===== src/rtl/imem_loader.sv =====
// -----------------------------------------------------------------------------
// imem_loader
//   Write-side companion of the instruction memory. It takes a byte stream
//   (valid/ready handshake), packs the bytes little-endian into N-bit words and
//   issues one write strobe per word at sequential addresses 0..DEPTH-1.
//   The core is expected to stay stalled while busy_o=1.
//
// Ports
//   clk_i        rising-edge clock
//   rst_ni       asynchronous active-low reset
//   start_i      1-cycle pulse, begins a load at address 0 (IDLE/DONE only)
//   in_valid_i   byte source has data
//   in_byte_i    data byte
//   in_last_i    marks in_byte_i as the final byte of the program
//   in_ready_o   loader accepts a byte this cycle (1 only in LOAD)
//   we_o         write strobe, exactly one cycle per word
//   waddr_o      word address qualified by we_o
//   wdata_o      assembled word qualified by we_o
//   busy_o       1 while loading or writing
//   done_o       held 1 once the load has finished
//   err_o        DEPTH words were written without seeing in_last_i
//   count_o      words written in the current/last load
// -----------------------------------------------------------------------------
module imem_loader #(
  parameter int N      = 32,
  parameter int ADDR_W = 6,
  parameter int DEPTH  = 64
) (
  input  logic              clk_i,
  input  logic              rst_ni,
  input  logic              start_i,
  input  logic              in_valid_i,
  input  logic [7:0]        in_byte_i,
  input  logic              in_last_i,
  output logic              in_ready_o,
  output logic              we_o,
  output logic [ADDR_W-1:0] waddr_o,
  output logic [N-1:0]      wdata_o,
  output logic              busy_o,
  output logic              done_o,
  output logic              err_o,
  output logic [ADDR_W:0]   count_o
);

  localparam int LANES  = N / 8;
  localparam int LANE_W = (LANES > 1) ? $clog2(LANES) : 1;
  localparam logic [LANE_W-1:0] LAST_LANE = LANE_W'(LANES - 1);
  localparam logic [ADDR_W-1:0] LAST_ADDR = ADDR_W'(DEPTH - 1);

  typedef enum logic [1:0] {
    S_IDLE  = 2'd0,
    S_LOAD  = 2'd1,
    S_WRITE = 2'd2,
    S_DONE  = 2'd3
  } state_e;

  state_e              state_q, state_d;
  logic [LANE_W-1:0]   lane_q, lane_d;
  logic [N-1:0]        asm_q, asm_d;
  logic                last_q, last_d;
  logic [ADDR_W-1:0]   waddr_q, waddr_d;
  logic [N-1:0]        wdata_q, wdata_d;
  logic [ADDR_W:0]     count_q, count_d;
  logic                err_q, err_d;
  logic                ready_q, ready_d;
  logic                we_q, we_d;
  logic                busy_q, busy_d;
  logic                done_q, done_d;

  logic                accept;
  logic [N-1:0]        asm_merged;

  // The handshake uses the registered ready flag, so acceptance only ever happens in LOAD.
  assign accept = in_valid_i & ready_q;

  // Current assembly word with the incoming byte dropped into its lane.
  always_comb begin
    asm_merged = asm_q;
    for (int i = 0; i < LANES; i++) begin
      if (lane_q == LANE_W'(i)) begin
        asm_merged[8*i +: 8] = in_byte_i;
      end else begin
        asm_merged[8*i +: 8] = asm_q[8*i +: 8];
      end
    end
  end

  // Next-state and datapath update for the load sequencer.
  always_comb begin
    state_d = state_q;
    lane_d  = lane_q;
    asm_d   = asm_q;
    last_d  = last_q;
    waddr_d = waddr_q;
    wdata_d = wdata_q;
    count_d = count_q;
    err_d   = err_q;

    case (state_q)
      S_IDLE, S_DONE: begin
        if (start_i) begin
          state_d = S_LOAD;
          lane_d  = '0;
          asm_d   = '0;
          waddr_d = '0;
          count_d = '0;
          err_d   = 1'b0;
        end else begin
          state_d = state_q;
        end
      end
      S_LOAD: begin
        if (accept) begin
          asm_d = asm_merged;
          if ((lane_q == LAST_LANE) || in_last_i) begin
            // Unfilled upper lanes are still zero from the clear, giving zero-padding.
            state_d = S_WRITE;
            wdata_d = asm_merged;
            last_d  = in_last_i;
          end else begin
            lane_d = lane_q + LANE_W'(1);
          end
        end else begin
          state_d = S_LOAD;
        end
      end
      S_WRITE: begin
        count_d = count_q + (ADDR_W+1)'(1);
        if (last_q) begin
          state_d = S_DONE;
        end else if (waddr_q == LAST_ADDR) begin
          // Store is full but the program never ended: truncated.
          state_d = S_DONE;
          err_d   = 1'b1;
        end else begin
          state_d = S_LOAD;
          waddr_d = waddr_q + ADDR_W'(1);
          lane_d  = '0;
          asm_d   = '0;
        end
      end
      default: begin
        state_d = S_IDLE;
      end
    endcase
  end

  // Output flags decoded from the next state so they come straight out of flops.
  always_comb begin
    ready_d = (state_d == S_LOAD);
    we_d    = (state_d == S_WRITE);
    busy_d  = (state_d == S_LOAD) || (state_d == S_WRITE);
    done_d  = (state_d == S_DONE);
  end

  // State and datapath registers; reset discards any partial word.
  always_ff @(posedge clk_i or negedge rst_ni) begin
    if (!rst_ni) begin
      state_q <= S_IDLE;
      lane_q  <= '0;
      asm_q   <= '0;
      last_q  <= 1'b0;
      waddr_q <= '0;
      wdata_q <= '0;
      count_q <= '0;
      err_q   <= 1'b0;
      ready_q <= 1'b0;
      we_q    <= 1'b0;
      busy_q  <= 1'b0;
      done_q  <= 1'b0;
    end else begin
      state_q <= state_d;
      lane_q  <= lane_d;
      asm_q   <= asm_d;
      last_q  <= last_d;
      waddr_q <= waddr_d;
      wdata_q <= wdata_d;
      count_q <= count_d;
      err_q   <= err_d;
      ready_q <= ready_d;
      we_q    <= we_d;
      busy_q  <= busy_d;
      done_q  <= done_d;
    end
  end

  assign in_ready_o = ready_q;
  assign we_o       = we_q;
  assign waddr_o    = waddr_q;
  assign wdata_o    = wdata_q;
  assign busy_o     = busy_q;
  assign done_o     = done_q;
  assign err_o      = err_q;
  assign count_o    = count_q;

endmodule


===== config.mk =====
export PLATFORM = sky130hd
export DESIGN_NAME = imem_loader
export DESIGN_NICKNAME = d
export VERILOG_FILES = /design/src/rtl/imem_loader.sv
export SDC_FILE = /design/constraint.sdc
export NUM_CORES = 1
export LEC_CHECK = 0
export ABC_AREA = 1
export CELL_PAD_IN_SITES_DETAIL_PLACEMENT = 2
export CELL_PAD_IN_SITES_GLOBAL_PLACEMENT = 2
export CORE_ASPECT_RATIO = 1.75
export CORE_MARGIN = 8
export CORE_UTILIZATION = 31
export DETAILED_ROUTE_END_ITERATION = 10
export GPL_TIMING_DRIVEN = 1
export MAX_ROUTING_LAYER = met4
export PLACE_DENSITY_LB_ADDON = 0.1
export SLEW_MARGIN = 10
export SYNTH_ARGS = -nofsm -noshare
export SYNTH_HDL_FRONTEND = slang
export SYNTH_SLANG_ARGS = --single-unit
export TNS_END_PERCENT = 30

===== constraint.sdc =====
create_clock -name clk_i -period 1.7 [get_ports clk_i]
set_clock_uncertainty 0.1 [all_clocks]
set_input_delay 0.51 -clock clk_i [delete_from_list [all_inputs] [get_ports clk_i]]
set_output_delay 0.51 -clock clk_i [all_outputs]
set_load 0.05 [all_outputs]

## Word-level counts from Yosys, hierarchy flattened

Cells that the tools add are included.

- Word-level logic and storage cells: 75
- Register bits: 87

- Mux-type cells: 31
- Equality and inequality tests: 16
- Bitwise operators: 1
- Reduce and logical (&&, ||, !) cells: 12
- $add $sub $neg: 3

Operators with widths:

| kind | number |
|---|---|
| $mux 32 | 4 |
| $pmux 32 s3 | 1 |
| $mux 8 | 4 |
| $mux 2 | 10 |
| $mux 6 | 3 |
| $pmux 7 s2 | 1 |
| $eq 2x2->1 const B | 6 |
| $ne 2x2->1 const B | 6 |
| $pmux 2 s3 | 2 |
| $pmux 6 s2 | 1 |
| $reduce_and 4->1 | 3 |
| $add 7x1->7 const B | 1 |
| $mux 7 | 1 |
| $add 6x1->6 const B | 1 |
| $eq 2x1->1 const B | 3 |
| $eq 6x6->1 const B | 1 |
| $reduce_and 5->1 | 1 |
| $logic_not 2->1 | 2 |
| $mux 1 | 3 |
| $reduce_and 3->1 | 1 |
| $add 2x1->2 const B | 1 |
| $logic_or 1x1->1 | 2 |
| $pmux 1 s2 | 1 |
| $reduce_and 2->1 | 1 |
| other kinds (3) | 3 |

## Logic depth before layout (Yosys ltp)

- Word-level depth: 7
- Depth in mapped cells: 9

## Worst setup path before layout

Ideal clock, no wire load.

- Path kind: flip-flop to flip-flop
- Start: register waddr_q[0], in the netlist waddr_o[0]
- End: register busy_q, in the netlist busy_o
- Required time: 1.487 ns
- Cell stages (with the launch flop): 9
- Data arrival time: 1.758 ns
- Path slack: -0.271 ns
- Buffers on the path: 0
- Period minus slack after synthesis: 1.971 ns
- Cells stage by stage: dfrtp_1 > ha_1 > nand3_1 > o21bai_1 > nand2_1 > nand2_1 > a21oi_1 > ha_1 > inv_1

- Word-level cells in the longest chain between the ends: 6

Ends and longest elaborated chain:

| element | RTL line | source |
|---|---|---|
| from (decl) | 61 | `logic [ADDR_W-1:0] waddr_q, waddr_d;` |
| from (signal assigned) | 176 | `waddr_q <= waddr_d;` |
| $eq 6x6->1 (*) | 131 | `end else if (waddr_q == LAST_ADDR) begin` |
| $mux 2 (*) | 131 |  |
| $mux 2 (*) | 129 | `if (last_q) begin` |
| $pmux 2 s3 (*) | 99 | `case (state_q)` |
| $eq 2x1->1 or $eq 2x2->1 (tied branches) | 152 | `busy_d = (state_d == S_LOAD) \|\| (state_d == S_WRITE);` |
| $logic_or 1x1->1 (*) | 152 |  |
| net busy_d | 67 | `logic busy_q, busy_d;` |
| to (signal assigned) | 182 | `busy_q <= busy_d;` |
| to (decl) | 67 |  |

Mark *: on every way through the listed nets, which the timed path passes. The rest lies on a longest branch.
A chain may end at the register's enable or synchronous reset.

## Worst setup path after layout

- Start: register state_q[0]
- End: register asm_q[2]

- Word-level cells in the longest chain between the ends: 4

Ends and longest elaborated chain:

| element | RTL line | source |
|---|---|---|
| from (decl) | 57 | `state_e state_q, state_d;` |
| from (signal assigned) | 172 | `state_q <= state_d;` |
| $eq 2x2->1 or $logic_not 2->1 (tied branches) | 99 |  |
| $reduce_or 2->1 | 99 |  |
| $ne 2x2->1 (no line) | n/a |  |
| $reduce_and 4->1 (no line) | n/a |  |
| to (signal assigned) | 174 | `asm_q <= asm_d;` |
| to (decl) | 59 | `logic [N-1:0] asm_q, asm_d;` |

Parallel ways exist; a longest one is shown, timed or not.

==> impl_metrics.json <==
{
  "synth_top_area_cell": "dfrtp_1",
  "synth_cell_type_count": 28,
  "critPathMaxFanout": 6,
  "cts_tree": "yes",
  "ir_worst_vdd_mv": 0.966,
  "finalWorstSetupSlack_ps": -204,
  "synthMostInstantiatedCell": "nand2_1",
  "path_class": "reg2reg",
  "worstPathRequired_ps": 1830,
  "place_congestion": 0.756,
  "synth.area.top_cells": "dfrtp_1, nand2_1, mux2_2",
  "synth-async-reset-ratio_pct": 100,
  "postSynthCellCount": 477,
  "worst_slew_pin_slew_ps": 512,
  "worst-r2r-setup-slack_ps": -200,
  "min_period_over_period_pct": 112,
  "setup_viol": 73,
  "htree_levels": 3,
  "grt_pass1_wl_mm": 25.2,
  "grt_util_all_layers_pct": 17.9,
  "vias": 3917,
  "power.density_mw_per_mm2": 2310,
  "ys_seq_elements": 87,
  "cts.clk_slew.worst_paths_ps": 70,
  "ant_nets": 0,
  "min_path_type": "reg2reg",
  "tns_ps": -9290,
  "first_pass_iters": 4,
  "slew_headroom_pct": 65.5,
  "area_growth_pct": 58.8,
  "core_area_mm2": 0.0142,
  "synth.top_cell.area_share_pct": 48.9,
  "synthesis.nets": 501,
  "cts_buffers": 9,
  "start_util_pct": 31.3,
  "synth_top_cells_by_count": "nand2_1, dfrtp_1, inv_1",
  "status": "finished with violations",
  "synth_ff_type": "dfrtp_1",
  "cts_root_buf": "clkbuf_16",
  "insertedDiodeCount": 0,
  "rows": 58,
  "failed_checks": "negative setup slack",
  "final_util_pct": 49.7,
  "drv_slew": 0,
  "clock-sinks": 87,
  "avgRoutedWirePerCell_um": 21.0,
  "cp_data_arrival_time_ps": 2040,
  "fin_nets": 633,
  "max_freq_ghz": 0.525,
  "drt-initial-drc-count": 88,
  "dp_hpwl_mm": 10.2,
  "place_ws_ps": -417,
  "clockBufferDepth": 2,
  "avgSynthCellArea_um2": 9.34,
  "drc": 0,
  "io_pins": 63,
  "yosysWarningCount": 0,
  "grt_pass1_vias": 4546,
  "grt_overflow": 0,
  "final.min_clock_period_ps": 1900,
  "io_buffer_count": 62,
  "synth-edff-count": 0,
  "antenna_found_initial": 0,
  "die_w_um": 107,
  "yosysSeqAreaShare_pct": 48.9,
  "cp-end-kind": "flop",
  "grt_max_degree": 23,
  "insertion_delay_ps": 340,
  "cap_violations": 0,
  "stdcell_area_mm2": 0.00707,
  "fp.dieH_um": 175,
  "drive_above_1_share_pct": 44.0,
  "report.final.hold_viol_count": 0,
  "routed_wl_mm": 16.7,
  "start_kind": "flop",
  "rsz0062_at_grt": "true",
  "power.leakage_nw": 3.19,
  "routed_via_density": 4.93,
  "placed_area_mm2": 0.00612,
  "die_area_mm2": 0.0186,
  "syn_area_mm2": 0.00445
}
[layout by cell type, fill, tap and decap left out, types with 10 or more instances in the layout]
| cell type | n |
|---|---|
| nand2_1 | 113 |
| dfrtp_1 | 80 |
| buf_12 | 59 |
| inv_1 | 52 |
| buf_4 | 42 |
| o21ai_0 | 33 |
| nand2_2 | 31 |
| o21ai_2 | 31 |
| mux2_2 | 26 |
| buf_6 | 18 |
| clkbuf_16 | 13 |
| nor2_1 | 11 |
| clkdlybuf4s50_1 | 10 |
[final cells by class]
cell class	count	area [um2]
Inverter	59	226
Clock inverter	4	53.8
Sequential cell	87	2190
Clock buffer	12	256
Timing Repair Buffer	140	2060
Tap cell	180	225
Fill cell	1456	7150
Multi-Input combinational cell	312	2060
[layer usage]
metal  up-vias  track usage [%]  wire [um]
met5         -                -          0
met4         0             6.31        504
met3        25             2.74        430
met2        68             33.3       9700
met1      2037             18.3       6040
li1       1787                -          -
[critical path: stages, from the launching register on]
cell and delay, ps:
dfrtp_1 420, buf_4 160, ha_4 170, buf_4 140, nand2_2 90, buf_6 120
nand3_4 130, buf_12 190, clkbuf_16 160, nand2_2 60, o21ai_2 50
[sequential cells by signal, indices dropped and copies added, names as in the netlist]
signal / cells
asm_q: 32
count_o: 7
waddr_o: 6
last_q: 1
lane_q: 2
busy_o: 1
done_o: 1
we_o: 1
state_q: 2
err_o: 1
in_ready_o: 1
wdata_o: 32
[repair_timing]
action,4_1_cts,5_1_grt
hold endpoints to repair,15,0
gates resized for setup,44,29
setup endpoints to repair,84,88
pin swaps,11,10
hold buffers,1,0
cloned,5,5
buffers inserted,14,5
[final timing paths]
check,start,to,cells past startpoint
max,state_q[0],asm_q[2],10
min,asm_q[13],asm_q[13],2
max reg2reg,state_q[0],asm_q[2],10
min in group asynchronous,rst_ni,wdata_o[4],2
min reg2reg,asm_q[13],asm_q[13],2
max in group asynchronous,rst_ni,state_q[1],3
[where the power goes]
| part | switching (mW) | total, mW | internal (mW) |
|---|---|---|---|
| clock network | 0.869 | 2.09 | 1.22 |
| registers | 0.798 | 3.69 | 2.89 |
| logic | 5.49 | 10.5 | 5.04 |
| total | 7.16 | 16.3 | 9.16 |
[cells by family after synthesis]
group	after synthesis	synth area share, %
buffers and inverters	78	8.51
adders and majority gates	11	3.09
and+or+nand+nor	187	19.5
xor gates and xnor gates	1	0.197
DFF	87	48.9
muxes	32	8.09
AOI/OAI and AO/OA	81	11.7
[per-stage QoR]
step / instances / total power, mW / hold slack (ps)
final: 794 / 16.3 / 389
after global routing: 794 / 17.2 / 407
after CTS: 784 / 15.4 / 393
after detailed placement: 748 / 11.7 / 330
after global placement: 748 / 11.4 / 328
after floorplan: 477 / 8.15 / 114
Note: power is estimated with default switching activity, not from simulation.
